<file path="config.mk">
export PLATFORM = sky130hd
export DESIGN_NAME = keypad_scanner_flat
export DESIGN_NICKNAME = d
export VERILOG_FILES = /design/src/rtl/keypad_scanner_if.sv /design/src/rtl/keypad_scanner.sv /design/src/flat_wrapper.sv
export SDC_FILE = /design/constraint.sdc
export NUM_CORES = 1
export LEC_CHECK = 0
export BUFFER_PORTS_ARGS = -buffer_cell sky130_fd_sc_hd__buf_2
export CORE_UTILIZATION = 30
export CTS_CLUSTER_DIAMETER = 150
export DETAILED_ROUTE_END_ITERATION = 7
export SLEW_MARGIN = 20
export SYNTH_ARGS = -nofsm -noshare
export SYNTH_HDL_FRONTEND = slang
export SYNTH_SLANG_ARGS = --single-unit
</file>
<file path="constraint.sdc">
create_clock -name clk -period 5.02 [get_ports clk]
set_input_delay 0.753 -clock clk [delete_from_list [all_inputs] [get_ports clk]]
set_output_delay 0.753 -clock clk [all_outputs]
set_load 0.01 [all_outputs]
</file>
<file path="src/rtl/keypad_scanner_if.sv">
`default_nettype none
// ============================================================================
// Module  : keypad_scanner_if
// Brief   : Keypad matrix pins and accepted-key outputs of the scanner.
// Revision: 1.0
// ============================================================================
interface keypad_scanner_if;
    logic [3:0] row_n;
    logic [3:0] col_n;
    logic [3:0] key;
    logic       key_valid;
    logic       key_down;

    modport master (
        input  row_n,
        output col_n,
        output key,
        output key_valid,
        output key_down
    );

    modport slave (
        output row_n,
        input  col_n,
        input  key,
        input  key_valid,
        input  key_down
    );
endinterface
`default_nettype wire

</file>
<file path="src/rtl/keypad_scanner.sv">
`default_nettype none
// ============================================================================
// Module  : keypad_scanner
// Brief   : 4x4 keypad column scanner with frame-level press/release debounce.
// Revision: 1.0
// ============================================================================
module keypad_scanner #(
    parameter int SCAN_DIV        = 1000,
    parameter int DEBOUNCE_FRAMES = 8
) (
    input  logic             clk,
    input  logic             rst,
    keypad_scanner_if.master bus
);

    localparam int DW = $clog2(SCAN_DIV);
    localparam int CW = $clog2(DEBOUNCE_FRAMES + 1);

    localparam logic [DW-1:0] C_DIV_LAST = DW'(SCAN_DIV - 1);
    localparam logic [DW-1:0] C_DIV_ONE  = DW'(1);
    localparam logic [CW-1:0] C_DF       = CW'(DEBOUNCE_FRAMES);
    localparam logic [CW-1:0] C_ONE      = CW'(1);

    localparam logic [1:0] ST_IDLE     = 2'd0;
    localparam logic [1:0] ST_DEBOUNCE = 2'd1;
    localparam logic [1:0] ST_HELD     = 2'd2;

    localparam logic [1:0] HIT_NONE   = 2'd0;
    localparam logic [1:0] HIT_SINGLE = 2'd1;
    localparam logic [1:0] HIT_MULTI  = 2'd2;

    function automatic logic [3:0] key_code(input logic [1:0] r, input logic [1:0] c);
        logic [3:0] code;
        case ({r, c})
            4'h0: code = 4'd1;   4'h1: code = 4'd2;   4'h2: code = 4'd3;   4'h3: code = 4'd10;
            4'h4: code = 4'd4;   4'h5: code = 4'd5;   4'h6: code = 4'd6;   4'h7: code = 4'd11;
            4'h8: code = 4'd7;   4'h9: code = 4'd8;   4'hA: code = 4'd9;   4'hB: code = 4'd12;
            4'hC: code = 4'd15;  4'hD: code = 4'd0;   4'hE: code = 4'd14;  default: code = 4'd13;
        endcase
        return code;
    endfunction

    logic [3:0]    row_meta_q, row_meta_d;
    logic [3:0]    row_sync_q, row_sync_d;
    logic [DW-1:0] div_q, div_d;
    logic [1:0]    col_q, col_d;
    logic [1:0]    acc_hits_q, acc_hits_d;
    logic [3:0]    acc_key_q, acc_key_d;
    logic [1:0]    state_q, state_d;
    logic [3:0]    cand_q, cand_d;
    logic [CW-1:0] cnt_q, cnt_d;
    logic [CW-1:0] rel_q, rel_d;
    logic [3:0]    key_q, key_d;
    logic          key_valid_q, key_valid_d;
    logic          key_down_q, key_down_d;

    logic [3:0]    w_pressed;
    logic [2:0]    w_col_cnt;
    logic [1:0]    w_col_class;
    logic [1:0]    w_row_idx;
    logic [1:0]    w_base_hits;
    logic [1:0]    w_total;
    logic [3:0]    w_frame_key;
    logic          w_sample;
    logic          w_frame_end;
    logic          w_accept;
    logic [3:0]    w_accept_key;
    logic [CW-1:0] w_cnt_inc;
    logic [CW-1:0] w_rel_inc;

    // Classify the current column sample and fold it into the running frame result
    always_comb begin
        w_pressed   = ~row_sync_q;
        w_col_cnt   = 3'(w_pressed[0]) + 3'(w_pressed[1]) + 3'(w_pressed[2]) + 3'(w_pressed[3]);
        w_col_class = (w_col_cnt == 3'd0) ? HIT_NONE :
                      (w_col_cnt == 3'd1) ? HIT_SINGLE : HIT_MULTI;
        w_row_idx   = w_pressed[0] ? 2'd0 :
                      w_pressed[1] ? 2'd1 :
                      w_pressed[2] ? 2'd2 : 2'd3;
        w_base_hits = (col_q == 2'd0) ? HIT_NONE : acc_hits_q;
        if (w_base_hits == HIT_NONE) begin
            w_total = w_col_class;
        end else if (w_col_class == HIT_NONE) begin
            w_total = w_base_hits;
        end else begin
            w_total = HIT_MULTI;
        end
        w_frame_key = (w_col_class == HIT_SINGLE) ? key_code(w_row_idx, col_q) : acc_key_q;
        w_sample    = (div_q == C_DIV_LAST);
        w_frame_end = w_sample && (col_q == 2'd3);
        w_cnt_inc   = (cnt_q == C_DF) ? cnt_q : cnt_q + C_ONE;
        w_rel_inc   = (rel_q == C_DF) ? rel_q : rel_q + C_ONE;
    end

    always_comb begin
        row_meta_d   = bus.row_n;
        row_sync_d   = row_meta_q;
        div_d        = div_q + C_DIV_ONE;
        col_d        = col_q;
        acc_hits_d   = acc_hits_q;
        acc_key_d    = acc_key_q;
        state_d      = state_q;
        cand_d       = cand_q;
        cnt_d        = cnt_q;
        rel_d        = rel_q;
        key_d        = key_q;
        key_valid_d  = 1'b0;
        key_down_d   = key_down_q;
        w_accept     = 1'b0;
        w_accept_key = cand_q;

        if (w_sample) begin
            div_d      = '0;
            col_d      = col_q + 2'd1;
            acc_hits_d = w_total;
            acc_key_d  = w_frame_key;
        end

        if (w_frame_end) begin
            case (state_q)
                ST_IDLE: begin
                    if (w_total == HIT_SINGLE) begin
                        cand_d = w_frame_key;
                        cnt_d  = C_ONE;
                        if (C_ONE >= C_DF) begin
                            w_accept     = 1'b1;
                            w_accept_key = w_frame_key;
                        end else begin
                            state_d = ST_DEBOUNCE;
                        end
                    end
                end
                ST_DEBOUNCE: begin
                    if (w_total == HIT_SINGLE) begin
                        if (w_frame_key == cand_q) begin
                            cnt_d = w_cnt_inc;
                            if (w_cnt_inc >= C_DF) begin
                                w_accept = 1'b1;
                            end
                        end else begin
                            cand_d = w_frame_key;
                            cnt_d  = C_ONE;
                        end
                    end else begin
                        state_d = ST_IDLE;
                        cnt_d   = '0;
                    end
                end
                ST_HELD: begin
                    // Any activity while held, including a second key, only restarts the release count
                    if (w_total == HIT_NONE) begin
                        if (w_rel_inc >= C_DF) begin
                            key_down_d = 1'b0;
                            rel_d      = '0;
                            state_d    = ST_IDLE;
                        end else begin
                            rel_d = w_rel_inc;
                        end
                    end else begin
                        rel_d = '0;
                    end
                end
                default: begin
                    state_d = ST_IDLE;
                end
            endcase
        end

        if (w_accept) begin
            key_d       = w_accept_key;
            key_valid_d = 1'b1;
            key_down_d  = 1'b1;
            rel_d       = '0;
            cnt_d       = '0;
            state_d     = ST_HELD;
        end
    end

    always_ff @(posedge clk or posedge rst) begin
        if (rst) begin
            row_meta_q  <= 4'hF;
            row_sync_q  <= 4'hF;
            div_q       <= '0;
            col_q       <= 2'd0;
            acc_hits_q  <= HIT_NONE;
            acc_key_q   <= 4'd0;
            state_q     <= ST_IDLE;
            cand_q      <= 4'd0;
            cnt_q       <= '0;
            rel_q       <= '0;
            key_q       <= 4'd0;
            key_valid_q <= 1'b0;
            key_down_q  <= 1'b0;
        end else begin
            row_meta_q  <= row_meta_d;
            row_sync_q  <= row_sync_d;
            div_q       <= div_d;
            col_q       <= col_d;
            acc_hits_q  <= acc_hits_d;
            acc_key_q   <= acc_key_d;
            state_q     <= state_d;
            cand_q      <= cand_d;
            cnt_q       <= cnt_d;
            rel_q       <= rel_d;
            key_q       <= key_d;
            key_valid_q <= key_valid_d;
            key_down_q  <= key_down_d;
        end
    end

    always_comb begin
        case (col_q)
            2'd0:    bus.col_n = 4'b1110;
            2'd1:    bus.col_n = 4'b1101;
            2'd2:    bus.col_n = 4'b1011;
            default: bus.col_n = 4'b0111;
        endcase
    end

    assign bus.key       = key_q;
    assign bus.key_valid = key_valid_q;
    assign bus.key_down  = key_down_q;

endmodule
`default_nettype wire

</file>
<file path="src/flat_wrapper.sv">
// flat-port wrapper written by rule: the top's interface ports become plain ports
module keypad_scanner_flat 
#(
    parameter int SCAN_DIV        = 1000,
    parameter int DEBOUNCE_FRAMES = 8
)
  (clk, rst, bus_row_n, bus_col_n, bus_key, bus_key_valid, bus_key_down);
  keypad_scanner_if bus_i ();
  input  logic clk;
  input  logic rst;
  input wire logic [$bits(bus_i.row_n)-1:0] bus_row_n;
  output wire logic [$bits(bus_i.col_n)-1:0] bus_col_n;
  output wire logic [$bits(bus_i.key)-1:0] bus_key;
  output wire logic [$bits(bus_i.key_valid)-1:0] bus_key_valid;
  output wire logic [$bits(bus_i.key_down)-1:0] bus_key_down;
  assign bus_i.row_n = bus_row_n;
  assign bus_col_n = bus_i.col_n;
  assign bus_key = bus_i.key;
  assign bus_key_valid = bus_i.key_valid;
  assign bus_key_down = bus_i.key_down;
  keypad_scanner #(.SCAN_DIV(SCAN_DIV), .DEBOUNCE_FRAMES(DEBOUNCE_FRAMES)) u_core (.clk(clk), .rst(rst), .bus(bus_i));
endmodule
</file>
==> impl_summary.txt <==
----------------------------------------------------
[Setup path]
  Library cell appearing most often on the critical path ... sky130_fd_sc_hd__ha_1
  Critical path class ... register to register
  Type of origin of the critical path ... register
  Cell at the slowest stage of the critical path ... sky130_fd_sc_hd__or4b_1
  Maximum fanout count along the critical path ... 10
  Required time at the endpoint of the critical path ... 5200 ps
  Sort of element at the end of the critical path ... register
  Cell-by-cell listing of the critical path ... inv_1 -> ha_1 -> fa_1 -> ha_1 -> nor3b_4 -> a41oi_1 -> a311oi_1 -> nand2_1 -> or4b_1 -> mux2_4
  Critical path arrival ... 4220 ps
  Stage delay of the slowest cell on the critical path ... 720 ps

[Hold path]
  Path type of the worst min-delay path ... register to register

[Timing]
  Achievable clock frequency ... 248 MHz
  Number of setup violations in the final report ... 0
  Final Slew Violations ... 0
  Min Clock Period, post-route ... 4040 ps
  Largest clock skew in the final design ... 9.81 ps
  Share of the clock period used by the worst path ... 0.804
  Final-report hold violation count ... 0
  Worst rel slew slack ... 0.375
  Sum of negative setup slack ... 0 ps
  Post-layout worst setup margin ... 983 ps
  Transition time at the pin with the least slew margin ... 936 ps
  Unrepaired setup endpoints after global routing ... no

[Routing]
  Post-route antenna net violation count ... 0
  Average wire per standard cell ... 11.9 um
  Avg Vias per Cell ... 4.71
  Violation count after the first detailed-route iteration ... 52
  Iteration count of the initial detailed-routing pass ... 4
  Remaining routing DRC violations ... 0
  Routed vias ... 1,719
  Total Routed Length ... 4360 um

[CTS]
  Number of buffers inserted by post-CTS setup repair ... 0
  Post-CTS clock slew at the launch and capture registers of the worst setup and hold paths ... 80 ps
  Number of buffers on the longest clock path ... 2
  Max H-tree Level ... 2
  Clock buffer count from CTS ... 5
  Latest clock arrival within the worst-skew pair ... 300 ps
  Clock net sink count ... 46
  Number of instances resized during post-cts repair ... 0
  Total of hold buffers inserted after clock tree synthesis ... 0
  CTS tree ... built
  Clock tree root buffer cell ... sky130_fd_sc_hd__clkbuf_8

[Job]
  Max-capacitance violation count ... 0

[Power]
  Leakage ... 1.30 nW
  Power density of the placed cells ... 235 nW/um^2
  Worst IR Drop VDD ... 0.114 mV

[Placed design]
  Global placer's final weighted congestion ... 0.821
  Post-Place Worst Slack ... 990 ps
  Inst Count DP ... 357
  Port Buffers ... 15
  Detailed-placement wirelength estimate ... 3170 um

[Finish]
  Area growth from synthesis to final layout ... 10.7%
  Fraction of final layout cells sized beyond drive strength 1 ... 0.208
  Fin cells ... 365
  Post-layout nets ... 282
  Antenna cells ... 0
  Fillers ... 839

[Die]
  Std cell rows ... 33
  Total core area ... 8220 um^2
  Die Y-Extent ... 94.0 um
  Die footprint ... 8830 um^2
  Chip width ... 94.0 um
  I/O Pins ... 16
  Effective utilization at floorplan ... 0.309

[Synthesis]
  Most numerous cell types in the synthesized netlist ... sky130_fd_sc_hd__dfrtp_1 (38), sky130_fd_sc_hd__nand2_1 (29), sky130_fd_sc_hd__inv_1 (21)
  Dominant cell type by area after synthesis ... sky130_fd_sc_hd__dfrtp_1
  Biggest area contributors in the synthesized netlist ... sky130_fd_sc_hd__dfrtp_1 (37%), sky130_fd_sc_hd__dfstp_2 (8.3%), sky130_fd_sc_hd__ha_1 (7.9%), sky130_fd_sc_hd__mux2_2 (4.4%), sky130_fd_sc_hd__nand2_1 (4.3%)
  Post-synth EDFFs ... 0
  Synth Flop Type ... sky130_fd_sc_hd__dfrtp_1
  Gate count of the mapped netlist ... 242
  Seq cells post-synth ... 46
  Sequential cell area fraction in the yosys report ... 0.458
  Async SR Flop Fraction ... 1.00
  Syn avg cell area ... 10.5 um^2
  Synthesized netlist net count ... 265
  Top-count cell post-synth ... sky130_fd_sc_hd__dfrtp_1
  Yosys top cell area share ... 0.375
  Cell area after synthesis ... 2540 um^2
  Warnings, synthesis ... 0
  Count of different cell masters after synthesis ... 49

[Status]
  Outcome ... complete, no violations

[Global route]
  All-layer global routing usage ... 0.110
  Global route overflow ... 0
  Via count of the first global-routing pass ... 1,643
  Pin count of the biggest net entering global routing ... 47
  Antenna violations before repair ... 0
  Global-route wire length before repair ... 7540 um

----------------------------------------------------
[path summary, 6_finish.rpt]
path | from | to | slack (ps) | cells past startpoint
worst max-delay path | u_core.row_sync_q[0] | u_core.bus.key[3] | 980 | 10
worst min-delay path | u_core.row_meta_q[1] | u_core.row_sync_q[1] | 360 | 0
max in group asynchronous | rst | u_core.acc_key_q[3] | 3770 | 2
worst min register to register | u_core.row_meta_q[1] | u_core.row_sync_q[1] | 360 | 0
min in group asynchronous | rst | u_core.div_q[9] | 670 | 2
worst max register to register | u_core.row_sync_q[0] | u_core.bus.key[3] | 980 | 10
[logic make-up after synthesis]
group,count (synthesis),share of synthesized area
simple gates,81,0.164
flops,46,0.458
compound gates,39,0.114
buf+inv,27,0.0463
fa+ha+maj,17,0.0868
xor+xnor,16,0.0552
mux,16,0.0759
[power breakdown]
part	internal, mW	total, mW	switching [mW]	leakage (nW)
logic	0.0203	0.0535	0.0332	0.650
registers	0.376	0.379	0.00253	0.601
clock network	0.111	0.227	0.116	0.0482
total	0.508	0.660	0.152	1.30
[per-stage QoR]
step                area [um^2]   util  power [mW]  hold WS (ps)
floorplan                  2540      -       0.429           345
global placement           2720  0.331       0.439           348
detailed placement         2720  0.331       0.440           349
CTS                        2810  0.342       0.674           362
global route               2810  0.342       0.698           368
finish                     2810  0.342       0.660           359
[registers in the layout (all words and copies together) (netlist names)]
| signal | cells |
|---|---|
| u_core.rel_q | 4 |
| u_core.cand_q | 4 |
| u_core.bus.key_down | 1 |
| u_core.bus.key | 4 |
| u_core.acc_key_q | 4 |
| u_core.cnt_q | 4 |
| u_core.state_q | 2 |
| u_core.row_sync_q | 4 |
| u_core.acc_hits_q | 2 |
| u_core.col_q | 2 |
| u_core.bus.key_valid | 1 |
| u_core.div_q | 10 |
| u_core.row_meta_q | 4 |
[layout make-up]
cell class                      count  area (um^2)  area share
Inverter                           21         78.8      0.0280
Clock buffer                        7         86.3      0.0307
Tap cell                          105          131      0.0467
Sequential cell                    46         1160       0.413
Timing Repair Buffer               16         82.6      0.0294
Clock inverter                      1         5.00     0.00178
Multi-Input combinational cell    169         1260       0.450
[routing by layer]
| layer | wire, um | up-vias | share of wire | GRT usage |
|---|---|---|---|---|
| met3 | 126 | 7 | 0.029 | 0.0267 |
| met1 | 2170 | 826 | 0.50 | 0.142 |
| li1 | - | 863 | - | - |
| met4 | 71 | 0 | 0.016 | 0.0436 |
| met5 | 0 | - | 0 | 0 |
| met2 | 1990 | 23 | 0.46 | 0.175 |
[worst max-delay path, delay by kind of cell (launching register included)]
family | cells | cell delay [ps]
muxes | 1 | 360
and+or+nand+nor | 3 | 1260
adders and majority gates | 3 | 1030
AOI/OAI and AO/OA | 2 | 580
DFF | 1 | 640
buffers and inverters | 1 | 60
[cells in the final DEF (no fill, tap or decap), types with 3 or more instances in the layout]
cell type                   n
sky130_fd_sc_hd__ha_1      16
sky130_fd_sc_hd__dfstp_2    8
sky130_fd_sc_hd__buf_2     15
sky130_fd_sc_hd__nand4_1    4
sky130_fd_sc_hd__xnor2_1    7
sky130_fd_sc_hd__nand2b_1   3
sky130_fd_sc_hd__clkbuf_8   6
sky130_fd_sc_hd__nor2_1    15
sky130_fd_sc_hd__nand2_1   29
sky130_fd_sc_hd__mux2_2    10
sky130_fd_sc_hd__dfrtp_1   38
sky130_fd_sc_hd__nand3_1    9
sky130_fd_sc_hd__a21oi_1    3
sky130_fd_sc_hd__nor3_1     3
sky130_fd_sc_hd__xor2_1     9
sky130_fd_sc_hd__o21ai_0   14
sky130_fd_sc_hd__a31oi_1    5
sky130_fd_sc_hd__mux2_4     4
sky130_fd_sc_hd__inv_1     20
(Power assumes the default switching activity.)
